==> src/rtl/sram_like_arbiter.sv <==
// Two-requester SRAM-like arbiter: fixed data priority with fetch anti-starvation, in-order owner FIFO for responses.
// Zero-cycle request and response paths; master lock holds grant until m_addr_ok, no new m_req while OUTSTANDING responses pending.
module sram_like_arbiter #(
    parameter int OUTSTANDING  = 2,
    parameter int STARVE_LIMIT = 4
) (
    input  logic        clk,
    input  logic        resetn,
    input  logic        s0_req,
    input  logic        s0_wr,
    input  logic [1:0]  s0_size,
    input  logic [31:0] s0_addr,
    input  logic [31:0] s0_wdata,
    output logic        s0_addr_ok,
    output logic        s0_data_ok,
    output logic [31:0] s0_rdata,
    input  logic        s1_req,
    input  logic        s1_wr,
    input  logic [1:0]  s1_size,
    input  logic [31:0] s1_addr,
    input  logic [31:0] s1_wdata,
    output logic        s1_addr_ok,
    output logic        s1_data_ok,
    output logic [31:0] s1_rdata,
    output logic        m_req,
    output logic        m_wr,
    output logic [1:0]  m_size,
    output logic [31:0] m_addr,
    output logic [31:0] m_wdata,
    input  logic        m_addr_ok,
    input  logic        m_data_ok,
    input  logic [31:0] m_rdata,
    output logic        err_spurious
);
    localparam int PW = (OUTSTANDING > 1) ? $clog2(OUTSTANDING) : 1;
    localparam int CW = $clog2(OUTSTANDING + 1);
    localparam int SW = $clog2(STARVE_LIMIT + 1);
    localparam logic [CW-1:0] FULL_CNT  = CW'(OUTSTANDING);
    localparam logic [SW-1:0] STARVE_MX = SW'(STARVE_LIMIT);
    localparam logic [PW-1:0] PTR_LAST  = PW'(OUTSTANDING - 1);

    logic [OUTSTANDING-1:0] owner_q, owner_d;
    logic [PW-1:0]          wr_ptr_q, wr_ptr_d, rd_ptr_q, rd_ptr_d;
    logic [CW-1:0]          count_q, count_d;
    logic [SW-1:0]          starve_q, starve_d;
    logic                   lock_q, lock_d, lock_port_q, lock_port_d;

    logic full, gnt_vld, gnt_port, sel_req, accept, pop, head;

    function automatic logic [PW-1:0] ptr_inc(input logic [PW-1:0] p);
        return (p == PTR_LAST) ? '0 : p + 1'b1;
    endfunction

    always_comb begin
        full     = (count_q == FULL_CNT);
        gnt_vld  = 1'b0;
        gnt_port = 1'b0;
        // A stalled master request keeps its port so master signals stay stable until accepted.
        if (lock_q) begin
            gnt_vld  = 1'b1;
            gnt_port = lock_port_q;
        end else if (!full && (s0_req || s1_req)) begin
            gnt_vld = 1'b1;
            if (s0_req && !s1_req)      gnt_port = 1'b0;
            else if (s1_req && !s0_req) gnt_port = 1'b1;
            else                        gnt_port = !(starve_q >= STARVE_MX);
        end
    end

    always_comb begin
        sel_req = gnt_port ? s1_req : s0_req;
        m_req   = resetn && gnt_vld && sel_req && !full;
        m_wr    = 1'b0;
        m_size  = 2'd0;
        m_addr  = 32'd0;
        m_wdata = 32'd0;
        if (gnt_vld) begin
            m_wr    = gnt_port ? s1_wr    : s0_wr;
            m_size  = gnt_port ? s1_size  : s0_size;
            m_addr  = gnt_port ? s1_addr  : s0_addr;
            m_wdata = gnt_port ? s1_wdata : s0_wdata;
        end
    end

    assign accept       = m_req && m_addr_ok;
    assign s0_addr_ok   = accept && !gnt_port;
    assign s1_addr_ok   = accept &&  gnt_port;
    assign head         = owner_q[rd_ptr_q];
    assign pop          = resetn && m_data_ok && (count_q != '0);
    assign s0_data_ok   = pop && !head;
    assign s1_data_ok   = pop &&  head;
    assign err_spurious = resetn && m_data_ok && (count_q == '0);
    assign s0_rdata     = m_rdata;
    assign s1_rdata     = m_rdata;

    always_comb begin
        owner_d     = owner_q;
        wr_ptr_d    = wr_ptr_q;
        rd_ptr_d    = rd_ptr_q;
        count_d     = count_q;
        starve_d    = starve_q;
        lock_d      = m_req && !m_addr_ok;
        lock_port_d = gnt_port;
        if (accept) begin
            owner_d[wr_ptr_q] = gnt_port;
            wr_ptr_d          = ptr_inc(wr_ptr_q);
        end
        if (pop) rd_ptr_d = ptr_inc(rd_ptr_q);
        case ({accept, pop})
            2'b10:   count_d = count_q + 1'b1;
            2'b01:   count_d = count_q - 1'b1;
            default: count_d = count_q;
        endcase
        if (accept && gnt_port && s0_req) begin
            if (starve_q < STARVE_MX) starve_d = starve_q + 1'b1;
        end else if ((accept && !gnt_port) || !s0_req) begin
            starve_d = '0;
        end
    end

    always_ff @(posedge clk) begin
        if (!resetn) begin
            owner_q     <= '0;
            wr_ptr_q    <= '0;
            rd_ptr_q    <= '0;
            count_q     <= '0;
            starve_q    <= '0;
            lock_q      <= 1'b0;
            lock_port_q <= 1'b0;
        end else begin
            owner_q     <= owner_d;
            wr_ptr_q    <= wr_ptr_d;
            rd_ptr_q    <= rd_ptr_d;
            count_q     <= count_d;
            starve_q    <= starve_d;
            lock_q      <= lock_d;
            lock_port_q <= lock_port_d;
        end
    end
endmodule

==> config.mk <==
export PLATFORM = sky130hd
export DESIGN_NAME = sram_like_arbiter
export DESIGN_NICKNAME = d
export VERILOG_FILES = /design/src/rtl/sram_like_arbiter.sv
export SDC_FILE = /design/constraint.sdc
export NUM_CORES = 1
export LEC_CHECK = 0
export BUFFER_PORTS_ARGS = -buffer_cell sky130_fd_sc_hd__clkbuf_2
export CAP_MARGIN = 25
export CORE_AREA = 4 4 119 121
export CTS_BUF_LIST = sky130_fd_sc_hd__clkbuf_4
export DETAILED_ROUTE_END_ITERATION = 10
export DIE_AREA = 0 0 123 125
export REMOVE_ABC_BUFFERS = 1
export SYNTH_ARGS = -nofsm -noshare
export SYNTH_HDL_FRONTEND = slang
export SYNTH_SLANG_ARGS = --single-unit
==> constraint.sdc <==
create_clock -name clk -period 2.65 [get_ports clk]
set_clock_uncertainty 0.1 [all_clocks]
set_input_delay 0.53 -clock clk [delete_from_list [all_inputs] [get_ports clk]]
set_output_delay 0.53 -clock clk [all_outputs]
set_load 0.02 [all_outputs]
Yosys cells after proc, flatten, opt, wreduce, memory -nomap -nowiden:

Cells that the tools add are included.

* flip-flop bits (word level): 11
* latch bits: 0
* memory bits (writable): 0
* ROM bits: 0
* output and inout bits: 137
* memories: 0

* add/subtract/negate cells: 5
* $mul: 0
* divide/modulo/power cells: 0
* $lt $le $gt $ge: 5
* eq/ne operators: 4
* shifts and indexed selects: 0
* muxes and demuxes: 26
* bitwise gates (word level): 0
* reduce and logical (&&, ||, !) cells: 31

Operators by type and width (count)
* 2-to-1 mux 32 bit: 4
* logical AND 1 bit: 17
* 2-to-1 mux 1 bit: 14
* 2-to-1 mux 3 bit: 3
* logical NOT 1 bit: 7
* nonzero test 2 bit: 3
* == test 2 bit (second input constant): 2
* less-than comparator 1 x 2 -> 1 bit (second input constant): 2
* 2-to-1 mux 2 bit: 2
* one-hot mux 2 bit (2 select lines): 1
* adder 3 x 1 -> 3 bit (second input constant): 1
* greater-or-equal comparator 3 bit (second input constant): 1
* less-than comparator 3 bit (second input constant): 1
* adder 1 bit (second input constant): 2
* adder 2 x 1 -> 2 bit (second input constant): 1
* bitwise mux 2 bit: 1
* == test 2 x 1 -> 1 bit (second input constant): 1
* logical NOT 2 bit: 1
* logical OR 1 bit: 2
* inequality test 2 x 1 -> 1 bit (second input constant): 1
* AND reduction 2 bit: 1
* subtractor 2 x 1 -> 2 bit (second input constant): 1
* demux 1 bit (select 1 bit): 1
* greater-or-equal comparator 1 bit (second input constant): 1

Depth between registers and ports, before layout:

Gate-level depths: netlist (run 1).

* depth after elaboration: 14
* gate-level depth with buffers: 8
* gate-level depth less buffers: 7

Worst setup path before layout (run 1):

OpenSTA, ideal clock, no wires.

* path kind: in2out
* start: input port s0_req
* end: output port m_addr[18]
* data arrival time: 1.855 ns
* setup slack: 0.165 ns
* cell stages on the path: 8
* buffers on the path: 4
* cells stage by stage: buf_2 -> nand2_1 -> a32o_1 -> buf_2 -> buf_2 -> buf_2 -> nand2_1 -> a21oi_1

* word-level cells in the longest chain between the ends: 8
* elaborated cells on any way between the ends: 13

Ends and longest elaborated chain
* start: declaration: line 9 `input logic s0_req,`
* logical NOT 1 bit: line 65 `else if (s1_req && !s0_req) gnt_port = 1'b1;`
* logical AND 1 bit: line 65
* 2-to-1 mux 1 bit: line 65
* 2-to-1 mux 1 bit: line 64 `if (s0_req && !s1_req) gnt_port = 1'b0;`
* 2-to-1 mux 1 bit: line 62 `end else if (!full && (s0_req || s1_req)) begin`
* 2-to-1 mux 1 bit: line 59 `if (lock_q) begin`
* 2-to-1 mux 32 bit: line 80 `m_addr = gnt_port ? s1_addr : s0_addr;`
* 2-to-1 mux 32 bit (*): line 77 `if (gnt_vld) begin`
* end: declaration: line 28 `output logic [31:0] m_addr,`

Mark *: on every way between the ends. The rest lies on a longest branch, timed or not.

Final worst setup path (run 1):

* start: input port s1_req
* end: output port m_wdata[27]

* word-level cells in the longest chain between the ends: 7
* elaborated cells on any way between the ends: 13

Ends and longest elaborated chain
* start: declaration: line 17 `input logic s1_req,`
* logical AND 1 bit or logical NOT 1 bit (tied branches): line 65, 64
* 2-to-1 mux 1 bit or logical AND 1 bit (tied branches): line 65, 64
* 2-to-1 mux 1 bit: line 64
* 2-to-1 mux 1 bit: line 62
* 2-to-1 mux 1 bit: line 59
* 2-to-1 mux 32 bit: line 81 `m_wdata = gnt_port ? s1_wdata : s0_wdata;`
* 2-to-1 mux 32 bit (*): line 77
* end: declaration: line 29 `output logic [31:0] m_wdata,`

Marks and branches as above.

==> results of run 1 <==
-- worst register-to-register path, delay by kind of cell, from the launching register on --
kind	cells	cell delay, ns
buf+inv	1	0.17
flops	1	0.32
compound gates	2	0.49
simple gates	3	0.67
fa+ha+maj	1	0.34
-- per-stage QoR --
stage               total power [mW]  cells  worst slack, ns  hold WS [ns]
finish                          1.04    686            0.102         0.358
detailed placement             0.899    677            0.118         0.349
global placement               0.901    677            0.125         0.345
global route                    1.13    686          0.00313         0.386
CTS                             1.03    681            0.106         0.359
floorplan                      0.569    277            -1.14         0.334
-- routing by layer --
layer	up-vias	share of wire [%]	wire length, um
met4	2	0.48	55
met3	8	16	1830
met5	-	0.55	63
li1	1421	-	-
met1	1238	40	4570
met2	214	43	4890
-- sequential cells by signal (all words and copies together), names as in the netlist --
name and count:
lock_port_q 1, owner_q 2, wr_ptr_q 1, lock_q 1
rd_ptr_q 1, count_q 2, starve_q 3
-- cells by family after synthesis --
| kind of cell | Yosys count | synth area share [%] |
|---|---|---|
| DFF | 11 | 10.5 |
| muxes | 2 | 0.958 |
| buffers and inverters | 94 | 29.0 |
| adders and majority gates | 3 | 1.80 |
| AOI/OAI and AO/OA | 83 | 23.1 |
| and+or+nand+nor | 170 | 33.4 |
| xor gates and xnor gates | 3 | 1.26 |
-- repair_timing --
action	in CTS	in global routing
gates resized for setup	0	2
setup endpoints to repair	0	14
setup buffers	0	3
-- path summary, 6_finish.rpt --
path                               endpoint  slack [ns]
worst max-delay path            m_wdata[27]        0.10
worst min-delay path             owner_q[0]        0.36
worst max register to register   count_q[1]        0.49
worst min register to register   owner_q[0]        0.36
-- layout make-up --
cell class / instances / area [um2] / share of cell area [%]
Timing Repair Buffer: 229 / 1300 / 42.2
Multi-Input combinational cell: 261 / 1290 / 41.8
Sequential cell: 11 / 221 / 7.20
Inverter: 5 / 18.8 / 0.610
Clock buffer: 4 / 30.0 / 0.976
Tap cell: 176 / 220 / 7.16
-- cells in the final DEF (no fill, tap or decap), types with 2 or more instances in the layout --
master     synthesis  final
a21oi_1           69     69
a31oi_1            2      2
buf_12             0      6
buf_4             64      9
clkbuf_16          0      2
clkbuf_2           0    212
clkbuf_4           0      4
dfxtp_1           11     10
ha_1               3      3
inv_1              5      5
mux2i_1            2      2
nand2_1          139    139
nand3_1            5      5
nor2_1            10      9
nor2b_1            2      2
nor3_1             3      3
nor4_1             2      2
or3_1              2      2
xor2_1             2      2
-- power by group through the flow --
stage                     logic (mW)  registers (mW)  clock network (mW)
after floorplan                0.385           0.184                   0
after global placement         0.718           0.183                   0
after detailed placement       0.716           0.183                   0
after CTS                      0.719           0.179               0.133
after global routing           0.804           0.181               0.143
final                          0.731           0.179               0.131
==> impl_metrics.py, run 1 <==
metrics = {
    "sta": {
        "finalCriticalPeriod_ns": 2.55,
        "clock.fmax_mhz": 393,
        "rsz0062_at_grt": "no",
        "tightest_slew_ns": 0.378,
        "timing.final.hold_violations": 0,
        "drv_slew": 0,
        "setup_tns_ns": 0,
        "fin_crit_sh_pct": 96.1,
        "slew_headroom_pct": 74.7,
        "setup_viol_count_final": 0,
    },
    "worst_setup_path": {
        "worstSetupStartpointType": "input pin",
        "cpPeakStageDelay_ns": 0.31,
        "crit_buf_inv": 3,
        "critPathMostFrequentCell": "clkbuf_2",
        "cp_slowest_cell": "a32o_2",
        "cp.arrival_ns": 1.92,
        "crit_family": "buffers and inverters",
        "critPathLaunch": "s1_req",
        "cp-end-kind": "output port",
        "crit_required_ns": 2.02,
        "cp_max_fo": 39,
        "reg2reg_from": "lock_q",
        "cp.depth": 7,
        "reg2reg_depth": 7,
        "path_cells": "clkbuf_2 -> nor2b_1 -> a32o_2 -> buf_12 -> nand2_1 -> a21oi_1 -> clkbuf_2",
        "critPathKind": "input pin to output port",
    },
    "floorplan": {
        "io_pins": 309,
        "dieWidth_um": 123,
        "die_y_um": 125,
        "die_area_um2": 15400,
        "num_rows": 42,
        "coreArea_um2": 13100,
        "start_util_pct": 16.0,
    },
    "global_routing": {
        "globalRouteOverflowTotal": 0,
        "grt_use_met2_pct": 18.2,
        "top_usage_layer": "met2",
        "antenna_found_initial": 0,
        "use_met1_pct": 17.1,
        "met3_usage_pct": 9.08,
        "grt_pass1_wl_mm": 15.8,
        "grt_pass1_vias": 2713,
        "globalRouteTotalUtil_pct": 13.3,
        "grt_max_degree": 46,
    },
    "run_status": {
        "status": "completed",
    },
    "hold_path": {
        "hold_path.class": "flop to flop",
        "worstHoldStart": "owner_q[0]",
        "whs_path_depth": 2,
    },
    "finish": {
        "final_nets": 686,
        "final_util_pct": 23.5,
        "syn2layout_area_growth_pct": 47.2,
        "n_antenna_cell": 0,
        "n_fill_cell": 1469,
        "final_area_um2": 3080,
        "final_layout_size_suffix_gt1_share_pct": 47.8,
    },
    "cts": {
        "clkTransAtPathRegs_ns": 0.07,
        "cts-root-buf": "clkbuf_4",
        "h-tree-depth": 1,
        "cts_hold_buf": 0,
        "clock_sinks": 11,
        "numCtsBuffers": 3,
        "clock_latency_ns": 0.28,
        "clk_path_buf_depth": 2,
        "cts_tree": "done",
    },
    "placement": {
        "place_area_um2": 2970,
        "hpwl_mm": 9.02,
        "gp_congestion": 0.922,
        "io_buffers": 212,
    },
    "drt": {
        "vias_per_cell": 4.20,
        "dr.first_iter.drc_count": 75,
        "vias": 2883,
        "route.detailed.drc": 0,
        "wl_per_cell_um": 16.6,
        "drtAntennaViolNets": 0,
        "wl_mm": 11.4,
        "drtPass1Iterations": 4,
    },
    "synth": {
        "async_flop_share_pct": 0,
        "synth_seq_cells": 11,
        "synthCells": 366,
        "ys_top_cells_by_area": "nand2_1 25%, buf_4 23%, a21oi_1 17%, dfxtp_1 11%, clkbuf_1 3.2%",
        "netlist.area_leader.share_pct": 25.0,
        "synthTopCellsByCount": "139 x nand2_1, 69 x a21oi_1, 64 x buf_4",
        "synth_area_per_cell_um2": 5.71,
        "synth_top_area_cell": "nand2_1",
        "synth-main-ff-cell": "dfxtp_1",
        "yosysWarnings": 0,
        "synth_area_um2": 2090,
        "yosysMostFrequentCell": "nand2_1",
        "synth_cell_types": 39,
        "ys_seq_area_share_pct": 10.5,
        "synth_edf_count": 0,
    },
    "power_and_ir_drop": {
        "comb_power_share_pct": 70.2,
        "clockPowerShare_pct": 12.6,
        "power.internal_uw": 535,
        "p_sw_share_pct": 48.6,
        "switchingPower_uw": 507,
        "p_leak_nw": 1.68,
        "sequentialPowerShare_pct": 17.2,
        "powerDensity_nw_per_um2": 339,
        "vdd_ir_drop_max_uv": 111,
    },
    "flow_run": {
        "cap_violations": 0,
    },
}
Note: power is estimated with default switching activity, not from simulation.
==> run 2, diff against run 1 <==
--- a/config.mk
+++ b/config.mk
@@ -5,12 +5,13 @@
 export SDC_FILE = /design/constraint.sdc
 export NUM_CORES = 1
 export LEC_CHECK = 0
-export BUFFER_PORTS_ARGS = -buffer_cell sky130_fd_sc_hd__clkbuf_2
 export CAP_MARGIN = 25
 export CORE_AREA = 4 4 119 121
 export CTS_BUF_LIST = sky130_fd_sc_hd__clkbuf_4
 export DETAILED_ROUTE_END_ITERATION = 10
 export DIE_AREA = 0 0 123 125
+export DONT_BUFFER_PORTS = 1
+export RECOVER_POWER = 25
 export REMOVE_ABC_BUFFERS = 1
 export SYNTH_ARGS = -nofsm -noshare
 export SYNTH_HDL_FRONTEND = slang
==> impl_metrics.py, run 2 (synthesis results as in run 1) <==
metrics = {
    "placement": {
        "place_ws_ns": 0.212,
        "gp_congestion": 0.832,
        "place_area_um2": 2390,
        "io_buffers": 0,
        "place_inst": 532,
        "hpwl_mm": 8.44,
    },
    "worst_setup_path": {
        "crit_required_ns": 2.02,
        "cp_max_fo": 39,
        "reg2reg_from": "lock_q",
        "reg2reg_depth": 6,
        "worstSetupStartpointType": "flop",
        "cp-end-kind": "output port",
        "critPathKind": "flop to output port",
        "cp.arrival_ns": 1.88,
        "rrSetupSlack_ns": 0.57,
        "r2r_end": "count_q[1]",
    },
    "hold_path": {
        "whs_path_depth": 1,
        "worstHoldStart": "m_addr_ok",
        "min_delay_worst_endpoint": "lock_q",
        "hold_path.class": "input pin to flop",
    },
    "sta": {
        "drv_slew": 0,
        "finalCriticalPeriod_ns": 2.51,
        "tightest_slew_ns": 0.650,
        "slew_headroom_pct": 56.3,
        "setup_viol_count_final": 0,
        "fin_crit_sh_pct": 94.7,
        "timing.final.hold_violations": 0,
        "clock.fmax_mhz": 398,
        "rsz0062_at_grt": "no",
        "finalWorstSetupSlack_ns": 0.140,
    },
    "finish": {
        "syn2layout_area_growth_pct": 16.9,
        "layout_commonest_cell": "nand2_1",
        "largest_reg_flops": 3,
        "final_nets": 538,
        "top_register": "starve_q",
        "layout_common_cells": "139 x nand2_1, 76 x buf_4, 69 x a21oi_1",
        "final_layout_size_suffix_gt1_share_pct": 27.1,
        "final_area_um2": 2440,
        "final_cells": 538,
        "n_antenna_cell": 0,
        "reg_top3": "starve_q: 3 flops, count_q: 2 flops, owner_q: 2 flops",
    },
    "drt": {
        "wl_mm": 10.4,
        "dr.first_iter.drc_count": 115,
        "drtPass1Iterations": 4,
        "wl_per_cell_um": 19.3,
        "vias_per_cell": 4.56,
        "drtAntennaViolNets": 0,
        "route.detailed.drc": 0,
        "vias": 2454,
    },
    "floorplan": {
        "coreArea_um2": 13100,
        "num_rows": 42,
        "io_pins": 309,
        "die_y_um": 125,
        "dieWidth_um": 123,
        "die_area_um2": 15400,
        "start_util_pct": 16.0,
    },
    "cts": {
        "h-tree-depth": 1,
        "clock_sinks": 11,
        "cts_tree": "done",
        "cts-root-buf": "clkbuf_4",
        "clk_path_buf_depth": 2,
        "clkTransAtPathRegs_ns": 0.07,
        "numCtsBuffers": 3,
        "clock_latency_ns": 0.28,
    },
    "power_and_ir_drop": {
        "clockPowerShare_pct": 13.3,
        "p_sw_share_pct": 47.7,
        "p_leak_nw": 1.08,
        "power.internal_uw": 512,
        "comb_power_share_pct": 67.9,
        "switchingPower_uw": 466,
        "vdd_ir_drop_max_uv": 95.6,
        "powerDensity_nw_per_um2": 401,
        "sequentialPowerShare_pct": 18.8,
    },
    "global_routing": {
        "grt_pass1_wl_mm": 14.2,
        "grt_pass1_vias": 2285,
        "antenna_found_initial": 0,
        "globalRouteTotalUtil_pct": 12.2,
        "grt_max_degree": 47,
        "globalRouteOverflowTotal": 0,
    },
    "flow_run": {
        "cap_violations": 0,
    },
    "run_status": {
        "status": "completed",
    },
}
## run 2: worst max path at each step
stage                  end  cells after the start         from  slack, ns
6_report         m_size[0]                      7   count_q[1]       0.14
5_1_grt        m_wdata[31]                      6  starve_q[2]     0.0009
4_1_cts          m_size[0]                      7   count_q[1]       0.06
3_5_place_dp   m_wdata[31]                      6       s1_req       0.21
3_3_place_gp    m_addr[22]                      6       s1_req       0.24
2_1_floorplan    m_addr[0]                      4       s1_req      -1.14
## run 2: timing repair
item | 4_1_cts | 5_1_grt
hold buffers | 0 | 0
setup endpoints to repair | 8 | 32
gates resized for setup | 3 | 2
pin swaps | 0 | 1
setup buffers | 0 | 2
## run 2: critical path, cell delays in order, from the launching register on
cell	delay, ns
dfxtp_1	0.42
nor2b_2	0.25
nor2_1	0.10
nor2_4	0.16
buf_12	0.22
buf_4	0.19
a21oi_1	0.06
buf_4	0.16
## run 2: area by class of cell
class,instances,area [um2]
fillers,1464,10600
well taps,176,220
clock buffers,4,30.0
flip-flops and latches,11,223
multi-input cells,261,1290
repair buffers,81,662
inverters,5,18.8
## run 2: per-stage QoR
stage	TNS, ns	hold WS, ns	power [mW]	utilization, %
floorplan	-78.38	0.334	0.569	-
detailed placement	0	0.366	0.850	18.2
CTS	0	0.212	0.987	18.5
global route	0	0.214	1.05	18.7
global placement	0	0.348	0.848	18.2
finish	0	0.220	0.978	18.7
## run 2: power groups by stage
stage               sequential, mW  combinational [mW]  clock, mW
CTS                          0.184               0.667      0.136
detailed placement           0.187               0.663          0
global placement             0.187               0.662          0
floorplan                    0.184               0.385          0
global route                 0.186               0.720      0.144
finish                       0.184               0.664      0.130
## run 2: routing by layer
| metal | part of all wire [%] | track usage, % | wire (um) | vias to the layer above |
|---|---|---|---|---|
| met1 | 40 | 15.2 | 4200 | 1097 |
| met3 | 17 | 8.90 | 1740 | 11 |
| li1 | - | - | - | 1125 |
| met5 | 0.77 | 7.89 | 80 | - |
| met2 | 41 | 16.5 | 4240 | 219 |
| met4 | 1.0 | 1.89 | 106 | 2 |
==> run 3, diff against run 2 <==
==> constraint.sdc (replaced) <==
create_clock -name clk -period 2.65 [get_ports clk]
set_clock_uncertainty 0.1 [all_clocks]
set_input_delay 0.1325 -clock clk [delete_from_list [all_inputs] [get_ports clk]]
set_output_delay 0.1325 -clock clk [all_outputs]
set_load 0.02 [all_outputs]
==> impl_metrics.py, run 3 (synthesis results as in run 1) <==
metrics = {
    "sta": {
        "drv_slew": 0,
        "hold_slack_ns": -0.00666,
        "finalCriticalPeriod_ns": 2.29,
        "fin_crit_sh_pct": 86.3,
        "rsz0062_at_grt": "no",
        "setup_viol_count_final": 0,
        "finalWorstSetupSlack_ns": 0.363,
        "timing.final.hold_violations": 2,
        "clock.fmax_mhz": 437,
        "slew_headroom_pct": 57.3,
        "setup_tns_ns": 0,
        "tightest_slew_ns": 0.636,
    },
    "global_routing": {
        "grt_pass1_vias": 2225,
        "antenna_found_initial": 0,
        "grt_max_degree": 53,
        "grt_pass1_wl_mm": 13.6,
        "globalRouteOverflowTotal": 0,
        "globalRouteTotalUtil_pct": 11.7,
    },
    "hold_path": {
        "worstHoldStart": "resetn",
        "whs_path_depth": 2,
        "hold_path.class": "input pin to flop",
        "min_delay_worst_endpoint": "rd_ptr_q",
    },
    "placement": {
        "gp_congestion": 0.810,
        "place_ws_ns": 0.381,
        "hpwl_mm": 7.90,
        "io_buffers": 0,
    },
    "worst_setup_path": {
        "critPathLaunch": "lock_q",
        "critPathKind": "flop to flop",
        "rrSetupSlack_ns": 0.36,
        "path_cells": "nand2b_4 -> o311ai_1 -> nand2_1 -> ha_1 -> or3_1 -> a21oi_1",
        "worstSetupStartpointType": "flop",
        "cp_max_fo": 8,
        "crit_required_ns": 2.76,
        "cp.arrival_ns": 2.40,
        "cp_slowest_cell": "o311ai_1",
        "cpPeakStageDelay_ns": 0.50,
        "cp-end-kind": "flop",
        "r2r_end": "count_q[1]",
        "reg2reg_from": "lock_q",
        "crit_family": "simple AND/OR/NAND/NOR gates",
        "reg2reg_depth": 6,
        "crit_buf_inv": 0,
    },
    "cts": {
        "clkTransAtPathRegs_ns": 0.08,
        "cts_tree": "done",
        "numCtsBuffers": 3,
        "clock_latency_ns": 0.28,
        "clock_sinks": 11,
        "cts-root-buf": "clkbuf_4",
        "post_cts_resize_count": 0,
        "clk_path_buf_depth": 2,
        "h-tree-depth": 1,
    },
    "finish": {
        "final_nets": 515,
        "final_layout_size_suffix_gt1_share_pct": 19.5,
        "layout_common_cells": "139 x nand2_1, 69 x a21oi_1, 51 x buf_4",
        "layout_commonest_cell": "nand2_1",
        "top_register": "starve_q",
        "n_antenna_cell": 0,
        "syn2layout_area_growth_pct": 7.48,
        "largest_reg_flops": 3,
        "final_util_pct": 17.2,
        "reg_top3": "starve_q: 3 flops, count_q: 2 flops, owner_q: 2 flops",
    },
    "flow_run": {
        "cap_violations": 0,
    },
    "floorplan": {
        "num_rows": 42,
        "die_y_um": 125,
        "dieWidth_um": 123,
        "io_pins": 309,
        "die_area_um2": 15400,
        "coreArea_um2": 13100,
        "start_util_pct": 16.0,
    },
    "power_and_ir_drop": {
        "p_total_uw": 909,
        "powerDensity_nw_per_um2": 405,
        "vdd_ir_drop_max_uv": 108,
        "p_leak_nw": 0.954,
    },
    "drt": {
        "route.detailed.drc": 0,
        "drtAntennaViolNets": 0,
        "dr.first_iter.drc_count": 137,
        "vias_per_cell": 4.53,
        "drtPass1Iterations": 4,
        "wl_mm": 9.83,
        "vias": 2334,
        "wl_per_cell_um": 19.1,
    },
    "run_status": {
        "status": "finished, violations left",
        "violations": "negative hold slack",
    },
}
[run 3: cell types whose count changed in the layout (fill, tap and decap cells not counted), sizes merged]
cell         change
dlygate4sd3      +5
buf             -28
[run 3: timing repair]
item,in CTS,in global routing
hold buffers,5,0
hold endpoints to repair,6,0
setup buffers,0,0
[run 3: final cells by class]
cell class / count / area, um2
timing repair buffer: 58 / 473
fill: 1476 / 10800
clock buffer: 4 / 30.0
multi-input combinational: 261 / 1280
inverter: 5 / 18.8
tap: 176 / 220
sequential: 11 / 220
[run 3: where the power goes]
group          total (mW)  switching, mW  leakage (nW)  internal (mW)
Combinational       0.594          0.384         0.846          0.210
Sequential          0.183        0.00986        0.0895          0.173
Clock               0.131         0.0628        0.0184         0.0686
Total               0.909          0.457         0.954          0.452
[run 3: layer usage]
metal	global-route usage (%)	vias up	routed length, um
met5	7.24	-	63
met4	1.69	2	61
met3	8.27	7	1690
met2	16.7	199	4190
met1	14.1	1053	3820
li1	-	1073	-
[run 3: worst register-to-register path: stages (launching register included)]
cell and delay, ns:
dfxtp_1 0.41, nand2b_4 0.19, o311ai_1 0.51, nand2_1 0.18, ha_1 0.35, or3_1 0.35
a21oi_1 0.14
[run 3: per-stage QoR]
step                instance area (um2)  hold slack (ns)  instances
finish                             2250         -0.00666        515
global route                       2250           0.0235        515
CTS                                2250          0.00126        515
detailed placement                 2170            0.125        506
global placement                   2170            0.130        506
floorplan                          1500            0.111        277
[run 3: worst max-delay path by stage]
stage / slack, ns / cells after the start / end
after floorplan: -0.70 / 4 / m_addr[0]
after global placement: 0.45 / 6 / count_q[1]
after detailed placement: 0.38 / 6 / count_q[1]
after CTS: 0.34 / 6 / m_wdata[26]
after global routing: 0.15 / 6 / count_q[1]
final: 0.36 / 6 / count_q[1]
